## src/rtl/game_state_decoder.sv

```systemverilog
`default_nettype none
// ============================================================================
// Module   : game_state_decoder
// Brief    : Decodes the game-state bus into phase flags, countdown digit,
//            GO banner, pause blink and a pause-aware race timer.
//            Define GAME_STATE_DECODER_BLINK_EN to build the blinking pause
//            indicator; otherwise blink is a steady copy of in_paused.
// Revision : 1.0 - initial release
// ============================================================================
module game_state_decoder #(
  parameter int SECOND     = 100000000,
  parameter int TICK_DIV   = SECOND / 100,
  parameter int BLINK_HALF = SECOND / 4
) (
  input  logic       clk,
  input  logic       rst,
  input  logic [2:0] state,
  output logic       in_idle,
  output logic       in_setting,
  output logic       in_countdown,
  output logic       in_racing,
  output logic       in_paused,
  output logic       in_finish,
  output logic       bad_state,
  output logic       state_entry,
  output logic [1:0] cd_digit,
  output logic       go_flag,
  output logic       blink,
  output logic [9:0] race_sec,
  output logic [6:0] race_cs,
  output logic       time_sat
);

  localparam logic [2:0] c_st_idle      = 3'd0;
  localparam logic [2:0] c_st_setting   = 3'd1;
  localparam logic [2:0] c_st_countdown = 3'd3;
  localparam logic [2:0] c_st_racing    = 3'd4;
  localparam logic [2:0] c_st_pause     = 3'd5;
  localparam logic [2:0] c_st_finish    = 3'd6;

  localparam int c_sec_w  = (SECOND > 1) ? $clog2(SECOND) : 1;
  localparam int c_tick_w = (TICK_DIV > 1) ? $clog2(TICK_DIV) : 1;
  localparam logic [c_sec_w-1:0]  c_sec_last  = c_sec_w'(SECOND - 1);
  localparam logic [c_tick_w-1:0] c_tick_last = c_tick_w'(TICK_DIV - 1);

  logic [2:0]          state_q;
  logic [5:0]          flags_q, flags_d;
  logic                bad_q, bad_d;
  logic                entry_q, entry_d;
  logic [1:0]          cd_digit_q, cd_digit_d;
  logic [1:0]          cd_cnt_q, cd_cnt_d;
  logic [c_sec_w-1:0]  cd_pre_q, cd_pre_d;
  logic                go_flag_q, go_flag_d;
  logic                go_live_q, go_live_d;
  logic [c_sec_w-1:0]  go_cnt_q, go_cnt_d;
  logic                blink_q, blink_d;
  logic [c_tick_w-1:0] tick_q, tick_d;
  logic [9:0]          race_sec_q, race_sec_d;
  logic [6:0]          race_cs_q, race_cs_d;
  logic                time_sat_q, time_sat_d;

  logic is_cd, is_race, is_pause, is_bad, code_change, fresh_start, go_start;

  assign is_cd       = (state == c_st_countdown);
  assign is_race     = (state == c_st_racing);
  assign is_pause    = (state == c_st_pause);
  assign is_bad      = (state == 3'd2) || (state == 3'd7);
  assign code_change = (state != state_q);
  assign fresh_start = code_change && is_cd && (state_q != c_st_pause);
  assign go_start    = code_change && is_race && (state_q == c_st_countdown);

  always_comb begin
    case (state)
      c_st_idle:      flags_d = 6'b100000;
      c_st_setting:   flags_d = 6'b010000;
      c_st_countdown: flags_d = 6'b001000;
      c_st_racing:    flags_d = 6'b000100;
      c_st_pause:     flags_d = 6'b000010;
      c_st_finish:    flags_d = 6'b000001;
      default:        flags_d = 6'b000000;
    endcase
    bad_d   = is_bad;
    entry_d = code_change;

    // Countdown digit and its prescaler hold outside COUNTDOWN so a resume continues.
    cd_cnt_d = cd_cnt_q;
    cd_pre_d = cd_pre_q;
    if (fresh_start) begin
      cd_cnt_d = 2'd3;
      cd_pre_d = '0;
    end else if (is_cd) begin
      if (cd_pre_q == c_sec_last) begin
        cd_pre_d = '0;
        if (cd_cnt_q > 2'd1) cd_cnt_d = cd_cnt_q - 2'd1;
      end else begin
        cd_pre_d = cd_pre_q + 1'b1;
      end
    end
    cd_digit_d = is_cd ? cd_cnt_d : 2'd0;

    go_cnt_d  = go_cnt_q;
    go_live_d = go_live_q;
    if (go_start) begin
      go_cnt_d  = '0;
      go_live_d = 1'b1;
    end else if (is_race) begin
      if (go_live_q) begin
        if (go_cnt_q == c_sec_last) go_live_d = 1'b0;
        else                        go_cnt_d  = go_cnt_q + 1'b1;
      end
    end else if (!is_pause && !is_bad) begin
      go_live_d = 1'b0;
    end
    go_flag_d = is_race && go_live_d;

    tick_d     = tick_q;
    race_cs_d  = race_cs_q;
    race_sec_d = race_sec_q;
    time_sat_d = time_sat_q;
    if (fresh_start) begin
      tick_d     = '0;
      race_cs_d  = '0;
      race_sec_d = '0;
      time_sat_d = 1'b0;
    end else if (is_race && !time_sat_q) begin
      if (tick_q == c_tick_last) begin
        tick_d = '0;
        if (race_cs_q == 7'd99) begin
          race_cs_d  = '0;
          race_sec_d = race_sec_q + 10'd1;
        end else begin
          race_cs_d = race_cs_q + 7'd1;
        end
      end else begin
        tick_d = tick_q + 1'b1;
      end
      if ((race_sec_d == 10'd999) && (race_cs_d == 7'd99)) time_sat_d = 1'b1;
    end
  end

`ifdef GAME_STATE_DECODER_BLINK_EN
  localparam int c_blink_w = (BLINK_HALF > 1) ? $clog2(BLINK_HALF) : 1;
  localparam logic [c_blink_w-1:0] c_blink_last = c_blink_w'(BLINK_HALF - 1);

  logic                 blink_st_q, blink_st_d;
  logic [c_blink_w-1:0] blink_cnt_q, blink_cnt_d;

  always_comb begin
    blink_st_d  = blink_st_q;
    blink_cnt_d = blink_cnt_q;
    if (is_pause && code_change) begin
      blink_st_d  = 1'b1;
      blink_cnt_d = '0;
    end else if (is_pause) begin
      if (blink_cnt_q == c_blink_last) begin
        blink_cnt_d = '0;
        blink_st_d  = ~blink_st_q;
      end else begin
        blink_cnt_d = blink_cnt_q + 1'b1;
      end
    end
  end

  always_ff @(posedge clk) begin
    if (rst) begin
      blink_st_q  <= 1'b0;
      blink_cnt_q <= '0;
    end else begin
      blink_st_q  <= blink_st_d;
      blink_cnt_q <= blink_cnt_d;
    end
  end

  assign blink_d = is_pause && blink_st_d;
`else
  // A non-positive half-period leaves the indicator dark.
  if (BLINK_HALF > 0) begin : g_blink_steady
    assign blink_d = is_pause;
  end else begin : g_blink_off
    assign blink_d = 1'b0;
  end
`endif

  always_ff @(posedge clk) begin
    if (rst) begin
      state_q    <= c_st_idle;
      flags_q    <= 6'b100000;
      bad_q      <= 1'b0;
      entry_q    <= 1'b0;
      cd_digit_q <= 2'd0;
      cd_cnt_q   <= 2'd0;
      cd_pre_q   <= '0;
      go_flag_q  <= 1'b0;
      go_live_q  <= 1'b0;
      go_cnt_q   <= '0;
      blink_q    <= 1'b0;
      tick_q     <= '0;
      race_sec_q <= '0;
      race_cs_q  <= '0;
      time_sat_q <= 1'b0;
    end else begin
      state_q    <= state;
      flags_q    <= flags_d;
      bad_q      <= bad_d;
      entry_q    <= entry_d;
      cd_digit_q <= cd_digit_d;
      cd_cnt_q   <= cd_cnt_d;
      cd_pre_q   <= cd_pre_d;
      go_flag_q  <= go_flag_d;
      go_live_q  <= go_live_d;
      go_cnt_q   <= go_cnt_d;
      blink_q    <= blink_d;
      tick_q     <= tick_d;
      race_sec_q <= race_sec_d;
      race_cs_q  <= race_cs_d;
      time_sat_q <= time_sat_d;
    end
  end

  assign {in_idle, in_setting, in_countdown, in_racing, in_paused, in_finish} = flags_q;
  assign bad_state   = bad_q;
  assign state_entry = entry_q;
  assign cd_digit    = cd_digit_q;
  assign go_flag     = go_flag_q;
  assign blink       = blink_q;
  assign race_sec    = race_sec_q;
  assign race_cs     = race_cs_q;
  assign time_sat    = time_sat_q;

endmodule
`default_nettype wire

```

## config.mk

```make
export PLATFORM = sky130hd
export DESIGN_NAME = game_state_decoder
export DESIGN_NICKNAME = d
export VERILOG_FILES = /design/src/rtl/game_state_decoder.sv
export SDC_FILE = /design/constraint.sdc
export NUM_CORES = 1
export LEC_CHECK = 0
export CAP_MARGIN = 10
export CELL_PAD_IN_SITES_DETAIL_PLACEMENT = 1
export CELL_PAD_IN_SITES_GLOBAL_PLACEMENT = 1
export CORE_ASPECT_RATIO = 1.25
export CORE_MARGIN = 2
export CORE_UTILIZATION = 45
export CTS_BUF_LIST = sky130_fd_sc_hd__clkbuf_4
export DETAILED_ROUTE_END_ITERATION = 10
export GPL_ROUTABILITY_DRIVEN = 1
export HOLD_SLACK_MARGIN = 0.03
export PLACE_DENSITY = 0.84
export SYNTH_ARGS = -nofsm -noshare
export SYNTH_HDL_FRONTEND = slang
export SYNTH_SLANG_ARGS = --single-unit
export TNS_END_PERCENT = 20
```

## constraint.sdc

```tcl
create_clock -name clk -period 4.9 [get_ports clk]
set_input_delay 0.98 -clock clk [delete_from_list [all_inputs] [get_ports clk]]
set_output_delay 0.98 -clock clk [all_outputs]
set_load 0.02 [all_outputs]
```

==> reports/qor.yml <==
outcome: "finished, final reports clean"
ys_async_sr_fraction_pct: 0
period_minus_slack_ns: 3.54
grt_pass1_vias: 4514
fin_cells: 774
via_per_inst: 5.54
setup_violations: 0
hp-class: "reg -> reg"
gr-total-overflow: 0
avgSynthCellArea_um2: 8.56
power_frac_comb_pct: 4.0
tightest_slew_ns: 0.999
p_leak_nw: 2.01
synth_top_area_share_pct: 42.2
arrival_ns: 3.86
drive_above_1_share_pct: 4.88
io_buffers: 34
synth_common_cells: "110 x dfxtp_1, 98 x nor2_1, 48 x nand2_1, 48 x xnor2_1, 33 x xor2_1"
grt_pass1_wl_um: 21200
htreeDepth: 3
fill_cells: 1374
core.rowCount: 44
power.internal_mw: 1.09
die_h_um: 124
drv_cap: 0
final-hold-violation-count: 0
antenna_found_initial: 1
worstPathCellList: "clkdlybuf4s50_1 > and4b_1 > nand4_1 > or4_1 > nand2b_1 > nor2_1"
synthTopCellsByArea: "dfxtp_1 42%, xnor2_1 8.0%, nor2_1 7.0%, xor2_1 5.5%, nand2_1 3.4%"
yosysUniqueCellTypes: 51
yosys_warnings: 0
slew_headroom_pct: 33.4
slew_violations: 0
drt_wl_total_um: 12400
rsz0062_at_grt: "no"
core_um2: 11500
fin_skew_ns: 0.0251
gr-usage-all-layers_pct: 20.7
cts_tree: "yes"
post_cts_buffers: 0
worst_setup_path_end_kind: "register"
ios: 35
stdcell_area_um2: 5800
initial_core_util_pct: 45.6
place.gp.congestion: 0.787
dieArea_um2: 12500
drt_iter0_drc: 130
power_switching_mw: 0.360
nNetsFinal: 641
slowest_delay_ns: 0.78
numPlacedInstances: 757
die_w_um: 100
clock-sinks: 110
dpl_cell_area_um2: 5650
fin_crit_sh_pct: 72.3
areaGrowthSynthToFinish_pct: 10.9
ys_seq_area_share_pct: 42.2
ff_latch_area_um2: 2200
hpwl_um: 8970
yosysMostFrequentCell: "dfxtp_1"
synthFlopType: "dfxtp_1"
synth_enable_flop_cells: 0
powerDensity_nw_per_um2: 249
switching_share_pct: 24.9
crit_type: "in -> reg"
multi_input_area_um2: 2850
post_cts_resized: 0
antenna_left: 0
cp_slowest_cell: "clkdlybuf4s50_1"
tns_ns: 0
max-vdd-ir-drop_uv: 167
cp_max_fo: 27
p_seq_share_pct: 62.6
syn_nets: 621
wl_per_cell_um: 16.1
postSynthCellCount: 610
crit_path_start_kind: "input pin"
syn_area_um2: 5220
clockRootBuffer: "clkbuf_4"
postCtsHoldBufs: 0
drt_first_pass_iters: 4
cts_buffer_depth: 2
drc_errors: 0
vias: 4289
ys_ff_latch: 110
timing.fmax_mhz: 282
clkPwrFrac_pct: 33.4
grt_max_degree: 28
clkTransAtPathRegs_ns: 0.16
clk_latency_ns: 0.47
worstPathRequired_ns: 5.22
yosys.area.top_type: "dfxtp_1"
cts_buffers: 9
## placed cells by master, fill, tap and decap left out, types with 5 or more instances in the layout
| cell | instances |
|---|---|
| xnor2_1 | 48 |
| nand3_1 | 30 |
| and2_1 | 8 |
| and3b_1 | 6 |
| or3_1 | 8 |
| a31oi_1 | 7 |
| o21ai_0 | 6 |
| nor3_1 | 16 |
| nor4b_1 | 6 |
| nand4_1 | 17 |
| nand2b_1 | 11 |
| clkdlybuf4s50_1 | 34 |
| clkbuf_4 | 9 |
| xor2_1 | 33 |
| nand3b_1 | 5 |
| inv_1 | 13 |
| and4_1 | 6 |
| nor2_1 | 98 |
| nand2_1 | 48 |
| and3_1 | 17 |
| ha_1 | 6 |
| a21oi_1 | 14 |
| nor4_1 | 18 |
| mux2i_1 | 12 |
| dfxtp_1 | 110 |
## power by group through the flow
stage               clock, mW  sequential, mW  combinational, mW
finish                  0.482           0.906             0.0578
CTS                     0.499           0.906             0.0588
floorplan                   0           0.928             0.0342
global route            0.526           0.907             0.0635
detailed placement          0           0.925             0.0585
global placement            0           0.924             0.0560
## flip-flops by register name, indices dropped and copies added (netlist names)
| name | flops |
|---|---|
| cd_pre_q | 27 |
| go_cnt_q | 27 |
| tick_q | 20 |
| race_sec | 10 |
| race_cs | 7 |
| flags_q | 6 |
| state_q | 3 |
| cd_cnt_q | 2 |
| cd_digit | 2 |
| bad_state | 1 |
| blink | 1 |
| go_flag | 1 |
| go_live_q | 1 |
| state_entry | 1 |
| time_sat | 1 |
## per-stage QoR
| step | util (%) | hold slack, ns | setup WS (ns) | power, mW |
|---|---|---|---|---|
| after floorplan | - | 0.441 | 2.03 | 0.962 |
| after global placement | 49.3 | 0.452 | 1.04 | 0.980 |
| after detailed placement | 49.3 | 0.484 | 0.854 | 0.983 |
| after CTS | 50.6 | 0.506 | 1.38 | 1.46 |
| after global routing | 50.6 | 0.537 | 1.13 | 1.50 |
| final | 50.6 | 0.501 | 1.36 | 1.45 |
## cell families after synthesis
| kind of cell | after synthesis | synth area share [%] |
|---|---|---|
| adders and majority gates | 6 | 1.44 |
| AOI/OAI and AO/OA | 42 | 5.22 |
| muxes | 12 | 2.30 |
| xor gates and xnor gates | 81 | 13.6 |
| and+or+nand+nor | 317 | 31.8 |
| buffers and inverters | 42 | 3.47 |
| DFF | 110 | 42.2 |
## path summary, 6_finish.rpt
kind | startpoint | slack [ns] | endpoint | depth (start not counted)
max reg2reg | cd_pre_q[0] | 2.15 | cd_pre_q[6] | 6
min reg2reg | cd_pre_q[16] | 0.50 | cd_pre_q[16] | 2
max | state[0] | 1.36 | cd_pre_q[6] | 6
min | cd_pre_q[16] | 0.50 | cd_pre_q[16] | 2
## critical path: cells and delay by family
family | cells | cell delay (ns)
buffers and inverters | 1 | 0.78
and+or+nand+nor | 5 | 2.09
## routing by layer
| layer | up-vias | track usage [%] | wire, um |
|---|---|---|---|
| met5 | - | 0 | 0 |
| met4 | 0 | 5.32 | 111 |
| met2 | 35 | 36.8 | 6400 |
| met1 | 2103 | 25.3 | 5660 |
| met3 | 6 | 4.04 | 276 |
| li1 | 2145 | - | - |
## final cells by class
type	count	area share [%]
clock buffers	9	1.17
well taps	138	2.98
diodes	1	0.0432
flip-flops and latches	110	38.0
clock inverters	7	1.38
inverters	13	0.842
multi-input cells	458	49.2
repair buffers	38	6.39
(Power assumes the default switching activity.)
